$ cat config.mk
export PLATFORM = sky130hd
export DESIGN_NAME = chest_est_reader_flat
export DESIGN_NICKNAME = d
export VERILOG_FILES = /design/src/rtl/chest_est_reader_if.sv /design/src/rtl/chest_est_reader.sv /design/src/flat_wrapper.sv
export SDC_FILE = /design/constraint.sdc
export NUM_CORES = 1
export LEC_CHECK = 0
export CELL_PAD_IN_SITES_DETAIL_PLACEMENT = 0
export CELL_PAD_IN_SITES_GLOBAL_PLACEMENT = 1
export CORE_ASPECT_RATIO = 1.5
export CORE_MARGIN = 3
export CORE_UTILIZATION = 43
export DETAILED_ROUTE_END_ITERATION = 12
export PLACE_DENSITY_LB_ADDON = 0.1
export SYNTH_ARGS = -nofsm -noshare
export SYNTH_HDL_FRONTEND = slang
export SYNTH_SLANG_ARGS = --single-unit
$ cat constraint.sdc
create_clock -name i_clk -period 7.6 [get_ports i_clk]
set_clock_uncertainty 0.1 [all_clocks]
set_input_delay 0.76 -clock i_clk [delete_from_list [all_inputs] [get_ports i_clk]]
set_output_delay 0.76 -clock i_clk [all_outputs]
set_load 0.02 [all_outputs]
$ cat src/rtl/chest_est_reader_if.sv
// Output stream from the channel-estimate reader to the equalizer:
// one averaged complex estimate per subcarrier, with a valid/ready handshake.
interface chest_est_reader_if #(
   parameter int WIDTH_R_I = 16,
   parameter int IDX_W     = 4
);
   logic                         out_valid;
   logic                         out_ready;
   logic signed [WIDTH_R_I:0]    out_real;
   logic signed [WIDTH_R_I:0]    out_imag;
   logic        [IDX_W-1:0]      out_idx;

   // Reader side: drives beats, observes acceptance
   modport master (
      output out_valid,
      output out_real,
      output out_imag,
      output out_idx,
      input  out_ready
   );

   // Equalizer side: observes beats, drives acceptance
   modport slave (
      input  out_valid,
      input  out_real,
      input  out_imag,
      input  out_idx,
      output out_ready
   );
endinterface

$ cat src/rtl/chest_est_reader.sv
// Consumer of the NRS LS-estimate store. On start it reads the four stored
// complex estimates, averages them with round-half-up, and streams the single
// averaged estimate once per subcarrier (flat channel across the PRB).
module chest_est_reader #(
   parameter int WIDTH_R_I = 16,
   parameter int N_SC      = 12,
   parameter int IDX_W     = 4
) (
   input  logic                      i_clk,
   input  logic                      i_rst,
   input  logic                      i_start,
   output logic [1:0]                o_rd_addr,
   input  logic signed [WIDTH_R_I:0] i_est_real,
   input  logic signed [WIDTH_R_I:0] i_est_imag,
   output logic                      o_busy,
   output logic                      o_done,
   chest_est_reader_if.master        stream
);

   // Four (WIDTH_R_I+1)-bit values need two guard bits to sum without overflow
   localparam int ACC_W = WIDTH_R_I + 3;

   typedef enum logic [1:0] {
      S_IDLE   = 2'd0,
      S_READ   = 2'd1,
      S_AVG    = 2'd2,
      S_STREAM = 2'd3
   } state_t;

   state_t                    r_state;
   state_t                    w_state_nxt;
   logic [1:0]                r_rd_addr;
   logic [1:0]                w_rd_addr_nxt;
   logic signed [ACC_W-1:0]   r_acc_r;
   logic signed [ACC_W-1:0]   r_acc_i;
   logic signed [ACC_W-1:0]   w_acc_r_nxt;
   logic signed [ACC_W-1:0]   w_acc_i_nxt;
   logic signed [WIDTH_R_I:0] r_out_real;
   logic signed [WIDTH_R_I:0] r_out_imag;
   logic signed [WIDTH_R_I:0] w_out_real_nxt;
   logic signed [WIDTH_R_I:0] w_out_imag_nxt;
   logic [IDX_W-1:0]          r_out_idx;
   logic [IDX_W-1:0]          w_out_idx_nxt;
   logic                      r_valid;
   logic                      w_valid_nxt;
   logic                      r_done;
   logic                      w_done_nxt;
   logic                      r_busy;

   logic signed [ACC_W-1:0]   w_ext_r;
   logic signed [ACC_W-1:0]   w_ext_i;
   logic signed [ACC_W-1:0]   w_sum_r;
   logic signed [ACC_W-1:0]   w_sum_i;
   logic                      w_fire;
   logic                      w_last_idx;

   assign w_ext_r    = {{2{i_est_real[WIDTH_R_I]}}, i_est_real};
   assign w_ext_i    = {{2{i_est_imag[WIDTH_R_I]}}, i_est_imag};
   // Adding 2 before dropping two LSBs rounds the /4 half-up; the dropped
   // bits implement the arithmetic shift and the sum of four always fits
   assign w_sum_r    = r_acc_r + ACC_W'(2);
   assign w_sum_i    = r_acc_i + ACC_W'(2);
   assign w_fire     = r_valid & stream.out_ready;
   assign w_last_idx = (r_out_idx == IDX_W'(N_SC - 1));

   // Next-state and next-output computation for the read/average/stream sequence
   always_comb begin
      w_state_nxt    = r_state;
      w_rd_addr_nxt  = r_rd_addr;
      w_acc_r_nxt    = r_acc_r;
      w_acc_i_nxt    = r_acc_i;
      w_out_real_nxt = r_out_real;
      w_out_imag_nxt = r_out_imag;
      w_out_idx_nxt  = r_out_idx;
      w_valid_nxt    = r_valid;
      w_done_nxt     = 1'b0;
      case (r_state)
         S_IDLE: begin
            if (i_start) begin
               w_state_nxt   = S_READ;
               w_rd_addr_nxt = 2'd0;
               w_acc_r_nxt   = '0;
               w_acc_i_nxt   = '0;
            end else begin
               w_state_nxt   = S_IDLE;
            end
         end
         S_READ: begin
            w_acc_r_nxt   = r_acc_r + w_ext_r;
            w_acc_i_nxt   = r_acc_i + w_ext_i;
            // 2-bit address wraps to 0 after entry 3
            w_rd_addr_nxt = r_rd_addr + 2'd1;
            if (r_rd_addr == 2'd3) begin
               w_state_nxt = S_AVG;
            end else begin
               w_state_nxt = S_READ;
            end
         end
         S_AVG: begin
            w_out_real_nxt = w_sum_r[ACC_W-1:2];
            w_out_imag_nxt = w_sum_i[ACC_W-1:2];
            w_valid_nxt    = 1'b1;
            w_out_idx_nxt  = '0;
            w_state_nxt    = S_STREAM;
         end
         S_STREAM: begin
            if (w_fire && w_last_idx) begin
               w_valid_nxt   = 1'b0;
               w_out_idx_nxt = '0;
               w_done_nxt    = 1'b1;
               w_state_nxt   = S_IDLE;
            end else if (w_fire) begin
               w_out_idx_nxt = r_out_idx + IDX_W'(1);
            end else begin
               w_out_idx_nxt = r_out_idx;
            end
         end
         default: begin
            w_state_nxt   = S_IDLE;
            w_valid_nxt   = 1'b0;
            w_out_idx_nxt = '0;
         end
      endcase
   end

   // State and output registers; reset aborts any run with no done pulse
   always_ff @(posedge i_clk) begin
      if (i_rst) begin
         r_state    <= S_IDLE;
         r_rd_addr  <= 2'd0;
         r_acc_r    <= '0;
         r_acc_i    <= '0;
         r_out_real <= '0;
         r_out_imag <= '0;
         r_out_idx  <= '0;
         r_valid    <= 1'b0;
         r_done     <= 1'b0;
         r_busy     <= 1'b0;
      end else begin
         r_state    <= w_state_nxt;
         r_rd_addr  <= w_rd_addr_nxt;
         r_acc_r    <= w_acc_r_nxt;
         r_acc_i    <= w_acc_i_nxt;
         r_out_real <= w_out_real_nxt;
         r_out_imag <= w_out_imag_nxt;
         r_out_idx  <= w_out_idx_nxt;
         r_valid    <= w_valid_nxt;
         r_done     <= w_done_nxt;
         r_busy     <= (w_state_nxt != S_IDLE);
      end
   end

   assign o_rd_addr        = r_rd_addr;
   assign o_busy           = r_busy;
   assign o_done           = r_done;
   assign stream.out_valid = r_valid;
   assign stream.out_real  = r_out_real;
   assign stream.out_imag  = r_out_imag;
   assign stream.out_idx   = r_out_idx;

endmodule

$ cat src/flat_wrapper.sv
// flat-port wrapper written by rule: the top's interface ports become plain ports
module chest_est_reader_flat 
#(
   parameter int WIDTH_R_I = 16,
   parameter int N_SC      = 12,
   parameter int IDX_W     = 4
)
  (i_clk, i_rst, i_start, o_rd_addr, i_est_real, i_est_imag, o_busy, o_done, stream_out_valid, stream_out_real, stream_out_imag, stream_out_idx, stream_out_ready);
  chest_est_reader_if #(.WIDTH_R_I(WIDTH_R_I), .IDX_W(IDX_W)) stream_i ();
  input  logic i_clk;
  input  logic i_rst;
  input  logic i_start;
  output logic [1:0] o_rd_addr;
  input  logic signed [WIDTH_R_I:0] i_est_real;
  input  logic signed [WIDTH_R_I:0] i_est_imag;
  output logic o_busy;
  output logic o_done;
  output wire logic [$bits(stream_i.out_valid)-1:0] stream_out_valid;
  output wire logic [$bits(stream_i.out_real)-1:0] stream_out_real;
  output wire logic [$bits(stream_i.out_imag)-1:0] stream_out_imag;
  output wire logic [$bits(stream_i.out_idx)-1:0] stream_out_idx;
  input wire logic [$bits(stream_i.out_ready)-1:0] stream_out_ready;
  assign stream_out_valid = stream_i.out_valid;
  assign stream_out_real = stream_i.out_real;
  assign stream_out_imag = stream_i.out_imag;
  assign stream_out_idx = stream_i.out_idx;
  assign stream_i.out_ready = stream_out_ready;
  chest_est_reader #(.WIDTH_R_I(WIDTH_R_I), .N_SC(N_SC), .IDX_W(IDX_W)) u_core (.i_clk(i_clk), .i_rst(i_rst), .i_start(i_start), .o_rd_addr(o_rd_addr), .i_est_real(i_est_real), .i_est_imag(i_est_imag), .o_busy(o_busy), .o_done(o_done), .stream(stream_i));
endmodule
# Word-level counts from Yosys, hierarchy flattened
# Index checks and enable logic that the tools add are counted.
[classes]
n_addsub = 6
eq_ne = 8
muxes = 15
bitwise = 2
n_reduce_logical = 9
[op_table]
columns = ["cell", "n"]
rows = [
  ["19-bit one-hot mux with 2 select lines", 2],
  ["19-bit by 17-bit adder with 19-bit output", 2],
  ["19-bit by 3-bit adder with 19-bit output, second input constant", 2],
  ["19-bit two-way mux", 1],
  ["4-bit two-way mux", 2],
  ["2-bit one-hot mux with 4 select lines", 1],
  ["4-bit one-hot mux with 2 select lines", 1],
  ["2-bit equality test, second input constant", 3],
  ["2-bit two-way mux", 3],
  ["2-bit AND reduction", 3],
  ["2-bit nonzero test", 3],
  ["4-bit by 1-bit adder with 4-bit output, second input constant", 1],
  ["4-bit equality test, second input constant", 1],
  ["2-bit one-hot mux with 2 select lines", 1],
  ["1-bit two-way mux", 3],
  ["3-bit by 1-bit inequality test with 1-bit output, second input constant", 1],
  ["2-bit by 1-bit adder with 2-bit output, second input constant", 1],
  ["2-bit by 1-bit equality test with 1-bit output, second input constant", 1],
  ["2-bit logical NOT", 1],
  ["2-bit by 1-bit inequality test with 1-bit output, second input constant", 1],
  ["2-bit inequality test, second input constant", 1],
  ["1-bit one-hot mux with 2 select lines", 1],
  ["2-bit OR reduction", 1],
  ["1-bit bitwise AND", 1],
  ["other kinds (2)", 2],
]
[totals]
regBits = 83
input_bits = 38
output_inout_bits = 43
wordCells = 50

# Depth between registers and ports, before layout
[depth]
ltp_word = 5
depth_mapped = 9
depth_no_buf = 9

# Worst setup path after synthesis
# Ideal clock, no wire load.
[synth_path]
kind = "input-to-reg"
start = "input port i_est_imag[0]"
end = "register u_core.r_acc_i[18]"
setup_time_ns = 0.073
arrival_ns = 2.829
required_ns = 7.427
slack_ns = 4.598
stages = 9
path_buffers = 0
path_cell_list = "ha_1 > fa_1 > a21o_1 > a221o_2 > a31oi_4 > nor4_2 > o21ai_1 > or4b_1 > o211ai_2"
[synth_between]
elab_chain_len = 2
[synth_lines]
columns = ["element", "line_no", "rtl"]
rows = [
  ["start: declaration", "flat_wrapper.sv:15", "input logic signed [WIDTH_R_I:0] i_est_imag;"],
  ["19-bit by 17-bit adder with 19-bit output", "chest_est_reader.sv:90", "w_acc_i_nxt = r_acc_i + w_ext_i;"],
  ["19-bit one-hot mux with 2 select lines", "chest_est_reader.sv:77", "case (r_state)"],
  ["end signal: assignment", "chest_est_reader.sv:143", "r_acc_i <= w_acc_i_nxt;"],
  ["end: declaration", "chest_est_reader.sv:35", "logic signed [ACC_W-1:0] r_acc_i;"],
]
# No other way between the ends.
# A chain may end at the register's enable or synchronous reset.

# Final worst setup path
[layout_path]
start = "input port i_est_real[0]"
end = "register u_core.r_acc_r[14]"
[layout_between]
elab_chain_len = 2
[layout_lines]
columns = ["element", "line_no", "rtl"]
rows = [
  ["start: declaration", "flat_wrapper.sv:14", "input logic signed [WIDTH_R_I:0] i_est_real;"],
  ["19-bit by 17-bit adder with 19-bit output", "chest_est_reader.sv:89", "w_acc_r_nxt = r_acc_r + w_ext_r;"],
  ["19-bit one-hot mux with 2 select lines", "chest_est_reader.sv:77", ""],
  ["end signal: assignment", "chest_est_reader.sv:142", "r_acc_r <= w_acc_r_nxt;"],
  ["end: declaration", "chest_est_reader.sv:34", "logic signed [ACC_W-1:0] r_acc_r;"],
]
# No other way between the ends.

==> impl_metrics.env <==
export IMPL_postSynthAreaPerCell_um2=8.09
export IMPL_post_route_period_util=0.436
export IMPL_num_vias=4682
export IMPL_hold_viol_final=0
export IMPL_portBuffers=80
export IMPL_cts_setup_buffers=0
export IMPL_slew_violations=0
export IMPL_whs_ns=0.380
export IMPL_rrSetupSlack_ns=4.82
export IMPL_synthTopCellsByCount="nor2_1 (84), dfxtp_1 (83), nand2_1 (69)"
export IMPL_clkPwrFrac=0.387
export IMPL_setup_tns_ns=0
export IMPL_io_pins=81
export IMPL_start_util=0.443
export IMPL_synthCells=631
export IMPL_tightest_slew_ns=0.966
export IMPL_hpwlAfterDp_mm=9.60
export IMPL_start_kind="input port"
export IMPL_cp_data_arrival_time_ns=3.39
export IMPL_fmax_mhz=302
export IMPL_ys_top_cells_by_area="dfxtp_1 (33%), ha_1 (9.8%), nor2_1 (6.2%)"
export IMPL_cellLeakagePower_nw=2.39
export IMPL_first_global_vias=4413
export IMPL_crit_chain="clkdlybuf4s50_1, ha_1, fa_1, a211o_1, a21oi_1, o221ai_1, a221o_1, a21oi_1, xor2_1, o21ai_0"
export IMPL_cp_slowest_stage_delay_ns=0.43
export IMPL_cts_buffers=9
export IMPL_crit_top_cell="a21oi_1"
export IMPL_clk_pin_slew_ns=0.07
export IMPL_clock_sinks=83
export IMPL_peakVddDrop_mv=0.130
export IMPL_cp_end_kind="flip-flop"
export IMPL_rsz0062_at_grt="no"
export IMPL_drtIter0Drc=159
export IMPL_dp_cells=836
export IMPL_slew_headroom=0.356
export IMPL_setup_viol=0
export IMPL_yosysWarnings=0
export IMPL_htreeDepth=3
export IMPL_syn_nets=711
export IMPL_intPower_uw=821
export IMPL_crit_buf_inv=1
export IMPL_synth_edf_count=0
export IMPL_ys_ff_latch=83
export IMPL_final_core_util=0.549
export IMPL_clock_latency_ns=0.33
export IMPL_n_antenna_cell=0
export IMPL_pre_cts_slack_ns=3.92
export IMPL_hold_path_class="reg -> reg"
export IMPL_worstSetupPathType="in -> reg"
export IMPL_clockBufferDepth=2
export IMPL_clockRootBuffer="clkbuf_16"
export IMPL_synth_cell_types=55
export IMPL_outcome="finished, final reports clean"
export IMPL_fp_coreArea_um2=11500
export IMPL_worst_slack_ns=4.29
export IMPL_avgViaCountPerCell=5.50
export IMPL_gp_congestion=0.848
export IMPL_comb_power_share=0.201
export IMPL_fin_crit_ns=3.31
export IMPL_die_h_um=139
export IMPL_max_cap_violations=0
export IMPL_ant_nets=0
export IMPL_critPathMaxFanout=3
export IMPL_areaGrowthSynthToFinish_pct=23.9
export IMPL_cts_tree="built"
export IMPL_synth_top_cell_area_share=0.325
export IMPL_crit_family="compound AO/OA/AOI/OAI gates"
export IMPL_row_count=48
export IMPL_drc_errors=0
export IMPL_worst_endpoint_required_ns=7.68
export IMPL_grt_usage=0.201
export IMPL_avgRoutedWirePerCell_um=15.2
export IMPL_grt_antenna_before_repair=0
export IMPL_cts_hold_buffers_added=0
export IMPL_power_switching_uw=345
export IMPL_grt_max_degree=60
export IMPL_drive_gt1_frac=0.0413
export IMPL_yosys_most_used_dff="dfxtp_1"
export IMPL_drt_total_wl_mm=12.9
export IMPL_synth_largest_area_cell="dfxtp_1"
export IMPL_layout_nets=777
export IMPL_ys_seq_area_frac=0.325
export IMPL_die_area_um2=13200
export IMPL_critPathSlowestCell="fa_1"
export IMPL_async_reset_ff_frac=0
export IMPL_powerDensity_nw_per_um2=184
export IMPL_drt_first_pass_iters=4
export IMPL_instances_no_fill=852
export IMPL_p_sw_frac=0.296
export IMPL_cts_resized=0
export IMPL_yosysMostFrequentCell="nor2_1"
export IMPL_grt_remaining_overflow=0
export IMPL_chipWidth_um=95.0
export IMPL_grt_first_pass_wirelength_mm=21.2
export IMPL_syn_area_um2=5110
export IMPL_p_seq_frac=0.413
## metal layers
layer,global-route usage,part of all wire
met1,0.230,0.41
met2,0.378,0.54
met3,0.0270,0.031
met4,0.0578,0.016
met5,0,0
## worst paths after layout
kind / start / to / cells after the start
setup reg to reg: u_core.r_acc_r[0] / u_core.r_acc_r[14] / 9
hold / removal: u_core.stream.out_real[0] / u_core.stream.out_real[0] / 2
hold reg to reg: u_core.stream.out_real[0] / u_core.stream.out_real[0] / 2
setup / recovery: i_est_real[0] / u_core.r_acc_r[14] / 10
## area by class of cell
type | count | area [um^2]
multi-input combinational | 512 | 3320
clock buffer | 9 | 225
inverter | 7 | 26.3
clock inverter | 7 | 82.6
fill | 1149 | 5210
tap | 150 | 188
timing repair buffer | 84 | 826
sequential | 83 | 1660
## power by group through the flow
stage	registers (mW)	logic (mW)	clock network, mW
floorplan	0.484	0.170	0
CTS	0.481	0.235	0.463
detailed placement	0.491	0.233	0
global placement	0.490	0.230	0
global route	0.485	0.262	0.478
finish	0.481	0.234	0.451
## kinds of logic after synthesis
family                   synth area share
AND/OR/NAND/NOR                     0.209
AO/OA/AOI/OAI                       0.228
flip-flops                          0.325
XOR/XNOR                            0.101
adder cells (fa/ha/maj)             0.106
buffers and inverters              0.0267
multiplexers                      0.00392
## registers in the layout, summed over array words and instances, names as in the netlist, 2 cells and up
name and flops:
u_core.r_acc_i 19, u_core.stream.out_idx 4, u_core.r_state 2, u_core.stream.out_real 17
u_core.o_rd_addr 2, u_core.stream.out_imag 17, u_core.r_acc_r 19
## through the flow
| step | power, mW | area, um^2 |
|---|---|---|
| after floorplan | 0.654 | 5110 |
| after detailed placement | 0.724 | 6020 |
| after global routing | 1.22 | 6320 |
| after global placement | 0.720 | 6020 |
| after CTS | 1.18 | 6320 |
| final | 1.17 | 6320 |
## worst min-delay path: cells and delay by family, from the launching register on
kind | cells | cell delay [ns]
AOI/OAI and AO/OA | 1 | 0.06
DFF | 1 | 0.32
and+or+nand+nor | 1 | 0.06
## cell usage in the layout, fill, tap and decap left out, types with 25 or more instances in the layout
| master | netlist | final |
|---|---|---|
| o21ai_0 | 38 | 38 |
| xor2_1 | 34 | 34 |
| nor2_1 | 84 | 84 |
| a211oi_1 | 37 | 37 |
| xnor2_1 | 25 | 25 |
| clkdlybuf4s50_1 | 0 | 79 |
| nand2_1 | 69 | 69 |
| ha_1 | 40 | 40 |
| dfxtp_1 | 83 | 83 |
| a21oi_1 | 35 | 35 |
No activity file was read; power rests on OpenSTA's default activity.
